### config.mk
export PLATFORM = sky130hd
export DESIGN_NAME = dequant_stream
export DESIGN_NICKNAME = d
export VERILOG_FILES = /design/src/rtl/dequant_stream.sv
export SDC_FILE = /design/constraint.sdc
export NUM_CORES = 2
export LEC_CHECK = 0
export BUFFER_PORTS_ARGS = -buffer_cell sky130_fd_sc_hd__buf_2
export CAP_MARGIN = 30
export CORE_ASPECT_RATIO = 1.2
export CORE_MARGIN = 2
export CORE_UTILIZATION = 50
export DETAILED_ROUTE_END_ITERATION = 8
export HOLD_SLACK_MARGIN = 0.02
export PLACE_DENSITY = 0.66
export SLEW_MARGIN = 30
export SYNTH_ARGS = -nofsm -noshare
export SYNTH_HDL_FRONTEND = slang
export SYNTH_SLANG_ARGS = --single-unit
### constraint.sdc
create_clock -name i_clk -period 4.9 [get_ports i_clk]
set_input_delay 0.245 -clock i_clk [delete_from_list [all_inputs] [get_ports i_clk]]
set_output_delay 0.245 -clock i_clk [all_outputs]
set_load 0.1 [all_outputs]
### src/rtl/dequant_stream.sv
// dequant_stream
//
// Streaming JPEG dequantiser. Each beat carries LANES signed coefficients of an
// 8x8 block in raster order. Every coefficient is multiplied by its quantisation
// step from one of two run-time-writable tables (bank 0 luma, bank 1 chroma).
// The product is saturated to OUT_W bits. Three register stages: lookup,
// product and saturated output. The whole pipe advances together, so a beat
// accepted at edge n is presented after edge n+2 and throughput is one beat per
// cycle.
//
// Ports
//   i_clk, i_rst_n              clock, synchronous active-low reset
//   i_tbl_wr_*                  table write port (bank, element 8*row+col, step)
//   o_tbl_wr_err                one-cycle pulse: previous write hit a locked bank
//   i_in_valid / o_in_ready     input handshake
//   i_in_bank                   block bank, sampled on a block's first beat
//   i_in_data                   LANES coefficients, lane k at [k*COEF_W +: COEF_W]
//   o_out_valid / i_out_ready   output handshake
//   o_out_data                  LANES results, lane k at [k*OUT_W +: OUT_W]
//   o_out_last                  beat carrying elements 64-LANES..63
//   o_out_sat                   at least one lane of this beat was clamped
module dequant_stream #(
  parameter int unsigned COEF_W = 8,
  parameter int unsigned Q_W    = 8,
  parameter int unsigned OUT_W  = 11,
  parameter int unsigned LANES  = 4
) (
  input  logic                     i_clk,
  input  logic                     i_rst_n,
  input  logic                     i_tbl_wr_en,
  input  logic                     i_tbl_wr_bank,
  input  logic [5:0]               i_tbl_wr_addr,
  input  logic [Q_W-1:0]           i_tbl_wr_data,
  output logic                     o_tbl_wr_err,
  input  logic                     i_in_valid,
  output logic                     o_in_ready,
  input  logic                     i_in_bank,
  input  logic [LANES*COEF_W-1:0]  i_in_data,
  output logic                     o_out_valid,
  input  logic                     i_out_ready,
  output logic [LANES*OUT_W-1:0]   o_out_data,
  output logic                     o_out_last,
  output logic                     o_out_sat
);

  localparam int unsigned BEATS = 64 / LANES;
  localparam int unsigned CNT_W = (BEATS > 1) ? $clog2(BEATS) : 1;
  localparam int unsigned PW    = COEF_W + Q_W;
  localparam logic [CNT_W-1:0] LAST_CNT = CNT_W'(BEATS - 1);

  localparam int unsigned LUMA [64] = '{
    16, 11, 10, 16, 24, 40, 51, 61,
    12, 12, 14, 19, 26, 58, 60, 55,
    14, 13, 16, 24, 40, 57, 69, 56,
    14, 17, 22, 29, 51, 87, 80, 62,
    18, 22, 37, 56, 68, 109, 103, 77,
    24, 35, 55, 64, 81, 104, 113, 92,
    49, 64, 78, 87, 103, 121, 120, 101,
    72, 92, 95, 98, 112, 100, 103, 99
  };

  localparam int unsigned CHROMA [64] = '{
    17, 18, 24, 47, 99, 99, 99, 99,
    18, 21, 26, 66, 99, 99, 99, 99,
    24, 26, 56, 99, 99, 99, 99, 99,
    47, 66, 99, 99, 99, 99, 99, 99,
    99, 99, 99, 99, 99, 99, 99, 99,
    99, 99, 99, 99, 99, 99, 99, 99,
    99, 99, 99, 99, 99, 99, 99, 99,
    99, 99, 99, 99, 99, 99, 99, 99
  };

  function automatic logic [Q_W-1:0] dflt_q(input int unsigned bank, input int unsigned elem);
    return (bank == 0) ? Q_W'(LUMA[elem]) : Q_W'(CHROMA[elem]);
  endfunction

  // Control
  logic w_advance;
  logic w_accept;
  logic w_first;
  logic w_bank;
  logic [1:0] w_lock;

  // Input side: beat counter, block bank, tables
  logic [CNT_W-1:0] r_cnt;
  logic             r_blk_bank;
  logic [Q_W-1:0]   r_tbl [2][64];
  logic             r_wr_err;
  logic [5:0]       w_elem [LANES];

  // Stage 1: coefficient plus looked-up step
  logic                     r_s1_valid;
  logic                     r_s1_last;
  logic                     r_s1_bank;
  logic signed [COEF_W-1:0] r_s1_coef [LANES];
  logic [Q_W-1:0]           r_s1_q [LANES];

  // Stage 2: full-precision product
  logic                 r_s2_valid;
  logic                 r_s2_last;
  logic                 r_s2_bank;
  logic signed [PW-1:0] r_s2_prod [LANES];
  logic signed [PW-1:0] w_prod [LANES];

  // Output stage
  logic                     r_out_valid;
  logic                     r_out_last;
  logic                     r_out_sat;
  logic                     r_out_bank;
  logic [LANES*OUT_W-1:0]   r_out_data;
  logic [LANES*OUT_W-1:0]   w_sat_data;
  logic [LANES-1:0]         w_sat_flag;

  assign w_advance  = !r_out_valid || i_out_ready;
  assign o_in_ready = w_advance && i_rst_n;
  assign w_accept   = i_in_valid && o_in_ready;
  assign w_first    = (r_cnt == '0);
  // The bank is taken live on beat 0 and from the latch for the rest of the block.
  assign w_bank     = w_first ? i_in_bank : r_blk_bank;

  // A bank is busy while any beat of a block using it sits anywhere in the pipe,
  // including a beat 0 being accepted this very cycle.
  always_comb begin
    w_lock = '0;
    if (!w_first)             w_lock[r_blk_bank] = 1'b1;
    if (w_accept && w_first)  w_lock[i_in_bank]  = 1'b1;
    if (r_s1_valid)           w_lock[r_s1_bank]  = 1'b1;
    if (r_s2_valid)           w_lock[r_s2_bank]  = 1'b1;
    if (r_out_valid)          w_lock[r_out_bank] = 1'b1;
  end

  always_comb begin
    for (int k = 0; k < LANES; k++) begin
      w_elem[k] = 6'(int'(r_cnt) * int'(LANES) + k);
      // Step is unsigned: widen with a zero sign bit before the signed multiply.
      w_prod[k] = PW'(r_s1_coef[k]) * PW'($signed({1'b0, r_s1_q[k]}));
    end
  end

  // Beat counter, block bank latch and quantisation tables
  always_ff @(posedge i_clk) begin
    if (!i_rst_n) begin
      r_cnt      <= '0;
      r_blk_bank <= 1'b0;
      r_wr_err   <= 1'b0;
      for (int b = 0; b < 2; b++) begin
        for (int e = 0; e < 64; e++) begin
          r_tbl[b][e] <= dflt_q(b, e);
        end
      end
    end else begin
      r_wr_err <= i_tbl_wr_en && w_lock[i_tbl_wr_bank];
      if (i_tbl_wr_en && !w_lock[i_tbl_wr_bank]) begin
        r_tbl[i_tbl_wr_bank][i_tbl_wr_addr] <= i_tbl_wr_data;
      end
      if (w_accept) begin
        if (w_first) r_blk_bank <= i_in_bank;
        r_cnt <= (r_cnt == LAST_CNT) ? '0 : r_cnt + CNT_W'(1);
      end
    end
  end

  // Stage 1
  always_ff @(posedge i_clk) begin
    if (!i_rst_n) begin
      r_s1_valid <= 1'b0;
      r_s1_last  <= 1'b0;
      r_s1_bank  <= 1'b0;
      for (int k = 0; k < LANES; k++) begin
        r_s1_coef[k] <= '0;
        r_s1_q[k]    <= '0;
      end
    end else if (w_advance) begin
      r_s1_valid <= i_in_valid;
      r_s1_last  <= (r_cnt == LAST_CNT);
      r_s1_bank  <= w_bank;
      for (int k = 0; k < LANES; k++) begin
        r_s1_coef[k] <= i_in_data[k*COEF_W +: COEF_W];
        r_s1_q[k]    <= r_tbl[w_bank][w_elem[k]];
      end
    end
  end

  // Stage 2
  always_ff @(posedge i_clk) begin
    if (!i_rst_n) begin
      r_s2_valid <= 1'b0;
      r_s2_last  <= 1'b0;
      r_s2_bank  <= 1'b0;
      for (int k = 0; k < LANES; k++) begin
        r_s2_prod[k] <= '0;
      end
    end else if (w_advance) begin
      r_s2_valid <= r_s1_valid;
      r_s2_last  <= r_s1_valid && r_s1_last;
      r_s2_bank  <= r_s1_bank;
      for (int k = 0; k < LANES; k++) begin
        r_s2_prod[k] <= w_prod[k];
      end
    end
  end

  // Per-lane saturation of the product to OUT_W bits
  for (genvar k = 0; k < LANES; k++) begin : g_sat
    if (OUT_W >= PW) begin : g_wide
      assign w_sat_data[k*OUT_W +: OUT_W] = OUT_W'(r_s2_prod[k]);
      assign w_sat_flag[k]                = 1'b0;
    end else begin : g_clamp
      logic [PW-OUT_W:0] w_top;
      logic              w_ovf;
      // Fits iff every bit from the OUT_W sign position upward equals the sign.
      assign w_top = r_s2_prod[k][PW-1:OUT_W-1];
      assign w_ovf = !((&w_top) || !(|w_top));
      assign w_sat_data[k*OUT_W +: OUT_W] =
          !w_ovf               ? r_s2_prod[k][OUT_W-1:0] :
          r_s2_prod[k][PW-1]   ? {1'b1, {(OUT_W-1){1'b0}}} :
                                 {1'b0, {(OUT_W-1){1'b1}}};
      assign w_sat_flag[k] = w_ovf;
    end
  end

  // Output stage; holds while stalled
  always_ff @(posedge i_clk) begin
    if (!i_rst_n) begin
      r_out_valid <= 1'b0;
      r_out_last  <= 1'b0;
      r_out_sat   <= 1'b0;
      r_out_bank  <= 1'b0;
      r_out_data  <= '0;
    end else if (w_advance) begin
      r_out_valid <= r_s2_valid;
      r_out_last  <= r_s2_valid && r_s2_last;
      r_out_sat   <= r_s2_valid && (|w_sat_flag);
      r_out_bank  <= r_s2_bank;
      r_out_data  <= w_sat_data;
    end
  end

  assign o_out_valid  = r_out_valid;
  assign o_out_data   = r_out_data;
  assign o_out_last   = r_out_last;
  assign o_out_sat    = r_out_sat;
  assign o_tbl_wr_err = r_wr_err;

endmodule

After elaboration in Yosys (flattened, before gate mapping)
Memories as Yosys holds them, arrays and structs flattened.
Cells that the tools add are included.
{"block": "op_classes", "n_addsub": 4, "multipliers": 4, "n_lt_le_gt_ge": 17, "eq_ne": 1, "mux": 63, "bitwise_logic": 21, "n_reduce_logical": 40}
{"cell": "$mux 512", "n": 3}
{"cell": "$reduce_or 512->1", "n": 1}
{"cell": "$bmux 8 s6", "n": 4}
{"cell": "$mux 8", "n": 17}
{"cell": "$mux 11", "n": 8}
{"cell": "$mul 8x9->16", "n": 4}
{"cell": "$mux 16", "n": 4}
{"cell": "$demux 8 s6", "n": 1}
{"cell": "$ge 7x7->1 const B", "n": 5}
{"cell": "$not 6->7", "n": 5}
{"cell": "$reduce_and 6->1", "n": 4}
{"cell": "$reduce_or 6->1", "n": 4}
{"cell": "$mux 1", "n": 15}
{"cell": "$logic_and 1x1->1", "n": 14}
{"cell": "$add 6x2->6 const B", "n": 2}
{"cell": "$lt 1x2->1 const B", "n": 6}
{"cell": "$or 1x1->1", "n": 12}
{"cell": "$logic_not 1->1", "n": 10}
{"cell": "$mux 2", "n": 5}
{"cell": "$or 2x2->2", "n": 4}
{"cell": "$lt 7x1->1 const B", "n": 1}
{"cell": "$add 6x1->6 const B", "n": 1}
{"cell": "$demux 1 s1", "n": 5}
{"cell": "$ge 1x1->1 const B", "n": 5}
{"cell": "other kinds (6)", "n": 10}
{"block": "word_totals", "reg_bits": 60, "mem_bits_rw": 1152, "in_bits": 53, "memories": 4}
{"name": "r_tbl", "words": 2, "width": 512, "rd": 1, "rd_ports_with_merged_regs": 0, "write_ports": 2, "line_no": "87", "text": "logic [Q_W-1:0] r_tbl [2][64];"}
{"name": "r_s2_prod", "words": 4, "width": 16, "rd": 4, "rd_ports_with_merged_regs": 0, "write_ports": 4, "line_no": "102", "text": "logic signed [PW-1:0] r_s2_prod [LANES];"}
{"name": "r_s1_coef", "words": 4, "width": 8, "rd": 4, "rd_ports_with_merged_regs": 0, "write_ports": 4, "line_no": "95", "text": "logic signed [COEF_W-1:0] r_s1_coef [LANES];"}
{"name": "r_s1_q", "words": 4, "width": 8, "rd": 4, "rd_ports_with_merged_regs": 0, "write_ports": 4, "line_no": "96", "text": "logic [Q_W-1:0] r_s1_q [LANES];"}

Logic depth before layout (Yosys ltp)
{"block": "depth", "depth_word": 22, "ltp_mapped": 16, "ltp_nobuf": 16}

Least setup slack after synthesis
No wires, ideal clock.
{"block": "synth_path", "path_type": "register -> register", "start": "mem r_s1_q[1][5]", "end": "mem r_s2_prod[1][15] (netlist bit) (data pin)", "setup_ns": 0.259, "arrival_time_ns": 4.052, "required_ns": 4.641, "path_slack_ns": 0.589, "path_stages_with_launch": 17, "period_less_slack_ns": 4.311, "cell_sequence": "edfxtp_1 -> and2_1 -> fa_1 -> inv_1 -> fa_1 -> inv_1 -> fa_1 -> inv_1 -> fa_1 -> inv_1 -> ha_1 -> and4_1 -> a211oi_1 -> o21ai_0 -> a211oi_1 -> nor4_1 -> a211o_1"}
{"item": "from (decl)", "line_no": "96"}
{"item": "to (decl)", "line_no": "102"}

==> impl_metrics.py <==
metrics = {
    "sta": {
        "period_minus_slack_ns": 4.66,
        "fin_setup_tns_ns": 0,
        "report.final.setup_viol": 0,
        "relSlewSlack": 0.256,
        "hold_viol": 0,
        "rsz0062_at_grt": "false",
        "fmax_mhz": 215,
        "slew_viol_final": 0,
        "fin_crit_sh": 0.951,
        "tightest_slew_ns": 1.11,
        "finalClockSkew_ns": 0.0369,
    },
    "yosys": {
        "synth.distinct_cells": 83,
        "async_flop_share": 0,
        "synth-edff-count": 1152,
        "synth_area_mm2": 0.0592,
        "synthCells": 5026,
        "seq_area_frac_synth": 0.605,
        "synthFlopType": "edfxtp_1",
        "yosysWarnings": 0,
        "avgSynthCellArea_um2": 11.8,
        "ys_ff_latch": 1212,
        "syn_nets": 5389,
    },
    "power": {
        "static-leakage-power_nw": 24.4,
        "ir_drop_uv": 289,
        "cellPowerDensity_mw_per_mm2": 397,
    },
    "flow_run": {
        "max-cap-violations": 0,
    },
    "global_route": {
        "use_met3": 0.0729,
        "met2_usage": 0.518,
        "grt_pass1_vias": 42300,
        "use_met1": 0.401,
        "grt_pass1_wl_mm": 289,
        "antenna_found_initial": 20,
        "grt_max_degree": 125,
        "busiest_layer": "met2",
        "grt_usage": 0.328,
        "grt-ovfl-total": 0,
    },
    "routing": {
        "num_vias": 43400,
        "drtIter0Drc": 6117,
        "firstDrtPassIters": 6,
        "viasPerCell": 6.36,
        "routed_wl_mm": 201,
        "ant_nets": 0,
        "wl_per_cell_um": 29.4,
        "drc": 0,
    },
    "floorplanning": {
        "initial_core_util": 0.503,
        "die_w_um": 318,
        "ios": 102,
        "core_mm2": 0.118,
        "die_y_um": 381,
        "fp-row-count": 138,
        "dieArea_mm2": 0.121,
    },
    "clock_tree": {
        "clk_latency_ns": 0.77,
        "cts_tree": "built",
        "root_buffer": "clkbuf_16",
        "clock_path_buffers": 3,
        "cts_buffers": 117,
        "htreeDepth": 3,
        "cts_sinks": 1212,
        "clkTransAtPathRegs_ns": 0.06,
    },
    "run_status": {
        "outcome": "finished, final reports clean",
    },
    "setup_path": {
        "path_common_cell": "fa_1",
        "worst-setup-path-type": "flop to flop",
        "arrival_ns": 5.12,
        "path_buf_inv": 3,
        "slowest_delay_ns": 0.52,
        "crit_path_start_kind": "flop",
        "crit_family": "adder cells",
        "r2r_setup_slack_ns": 0.24,
        "required_ns": 5.37,
        "slowest_stage": "fa_1",
        "crit_fanout": 6,
        "crit_chain": "inv_1, nor2_1, fa_1, inv_1, fa_1, fa_1, fa_1, inv_1, ha_1, a21o_1, a211oi_1, o21ai_0, a211oi_1, o221a_2, o22ai_1",
        "cp-end-kind": "flop",
    },
    "placed_design": {
        "globalplace.congestion": 0.994,
        "port_buffers": 101,
        "dpl.hpwl_mm": 138,
    },
    "final_layout": {
        "final_cell_mix": "1152 x edfxtp_1, 787 x nand2_1, 389 x nor2_1",
        "area_growth_pct": 12.7,
        "num-fill-cells": 9656,
        "drive_above_1_share": 0.122,
        "fin_util": 0.567,
        "layout_commonest_cell": "edfxtp_1",
        "fin_nets": 5552,
    },
    "min_path": {
        "hold_path.class": "input pin to flop",
    },
}
==> metrics by stage <==
step	hold slack, ns	total power [mW]	instance area (um^2)	worst slack, ns	cells
3_3_place_gp	0.432	17.1	62300	0.330	6571
5_1_grt	0.0953	27.3	66700	0.0188	6829
4_1_cts	0.0602	26.4	66600	0.223	6825
3_5_place_dp	0.439	17.2	62300	0.258	6571
6_report	0.117	26.5	66700	0.242	6832
2_1_floorplan	0.368	15.6	59200	0.589	5026
==> path summary, 6_finish.rpt <==
check              startpoint                to  cells past startpoint
max           r_s1_coef[3][7]  r_s2_prod[3][15]                     15
min          i_tbl_wr_data[5]     r_tbl[0][421]                      2
max reg2reg   r_s1_coef[3][7]  r_s2_prod[3][15]                     15
min reg2reg    o_out_data[19]    o_out_data[19]                      2
==> timing repair <==
item / 4_1_cts / 5_1_grt
hold endpoints to repair: 42 / 0
setup endpoints to repair: 0 / 2
gates resized for setup: 0 / 1
hold buffers: 37 / 0
buffers inserted: 0 / 2
==> Yosys cell counts, types with 32 or more instances <==
cell type	n	area, um^2
nand4_1	39	244
clkbuf_1	193	724
nand2_1	789	2960
or3_1	69	432
or2_2	32	200
dfxtp_1	60	1200
o21ai_0	196	981
o22ai_1	172	1080
o21a_1	44	330
nor3_1	116	581
and3_1	145	907
nand2b_1	35	219
fa_1	148	2960
buf_2	99	495
o221ai_1	58	508
nor2_1	398	1490
inv_1	205	769
mux2i_1	124	1240
and2_1	164	1030
nand3_1	201	1010
ha_1	162	2030
a21oi_1	122	611
edfxtp_1	1152	34600
==> per-layer routing <==
metal  routed length (um)  part of all wire  vias up
li1                     -                 -    18500
met1                69400              0.35    21200
met2                91700              0.46     2974
met3                23000              0.11      755
met4                16500             0.082       12
met5                   63           0.00031        -
==> worst register-to-register path: stages (launching register included) <==
cell and delay (ns):
edfxtp_1 0.46, inv_1 0.25, nor2_1 0.09, fa_1 0.49, inv_1 0.05, fa_1 0.45, fa_1 0.40, fa_1 0.52
inv_1 0.05, ha_1 0.35, a21o_1 0.22, a211oi_1 0.25, o21ai_0 0.23, a211oi_1 0.28, o221a_2 0.23, o22ai_1 0.07
==> layout make-up <==
class,count,area [um^2],share of cell area
clock inverters,67,752,0.0113
diodes,5,12.5,0.000188
flip-flops and latches,1212,35800,0.537
repair buffers,372,2830,0.0424
well taps,1540,1930,0.0289
multi-input cells,3279,21400,0.321
clock buffers,150,3140,0.0472
inverters,207,782,0.0117
==> sequential cells by signal (all words and copies together) (netlist names) <==
name	flops
r_tbl	1024
r_s2_prod	64
o_out_data	44
r_s1_coef	32
r_s1_q	32
r_cnt	4
o_out_last	1
o_out_sat	1
o_out_valid	1
o_tbl_wr_err	1
r_blk_bank	1
r_out_bank	1
r_s1_bank	1
r_s1_last	1
r_s1_valid	1
r_s2_bank	1
r_s2_last	1
r_s2_valid	1
==> cells by family (layout without fill, tap and decap cells) <==
family,count (synthesis),in the layout,synth area share
compound gates,755,755,0.0849
xor+xnor,30,30,0.00444
fa+ha+maj,310,310,0.0843
buf+inv,535,796,0.0378
flops,1212,1212,0.605
mux,125,125,0.0212
other cells,0,5,0
simple gates,2059,2059,0.162
==> where the power goes <==
part	internal, mW	switching, mW	total (mW)
Combinational	1.31	3.34	4.64
Sequential	12.1	0.334	12.5
Clock	5.27	4.07	9.35
Note: power is estimated with default switching activity, not from simulation.
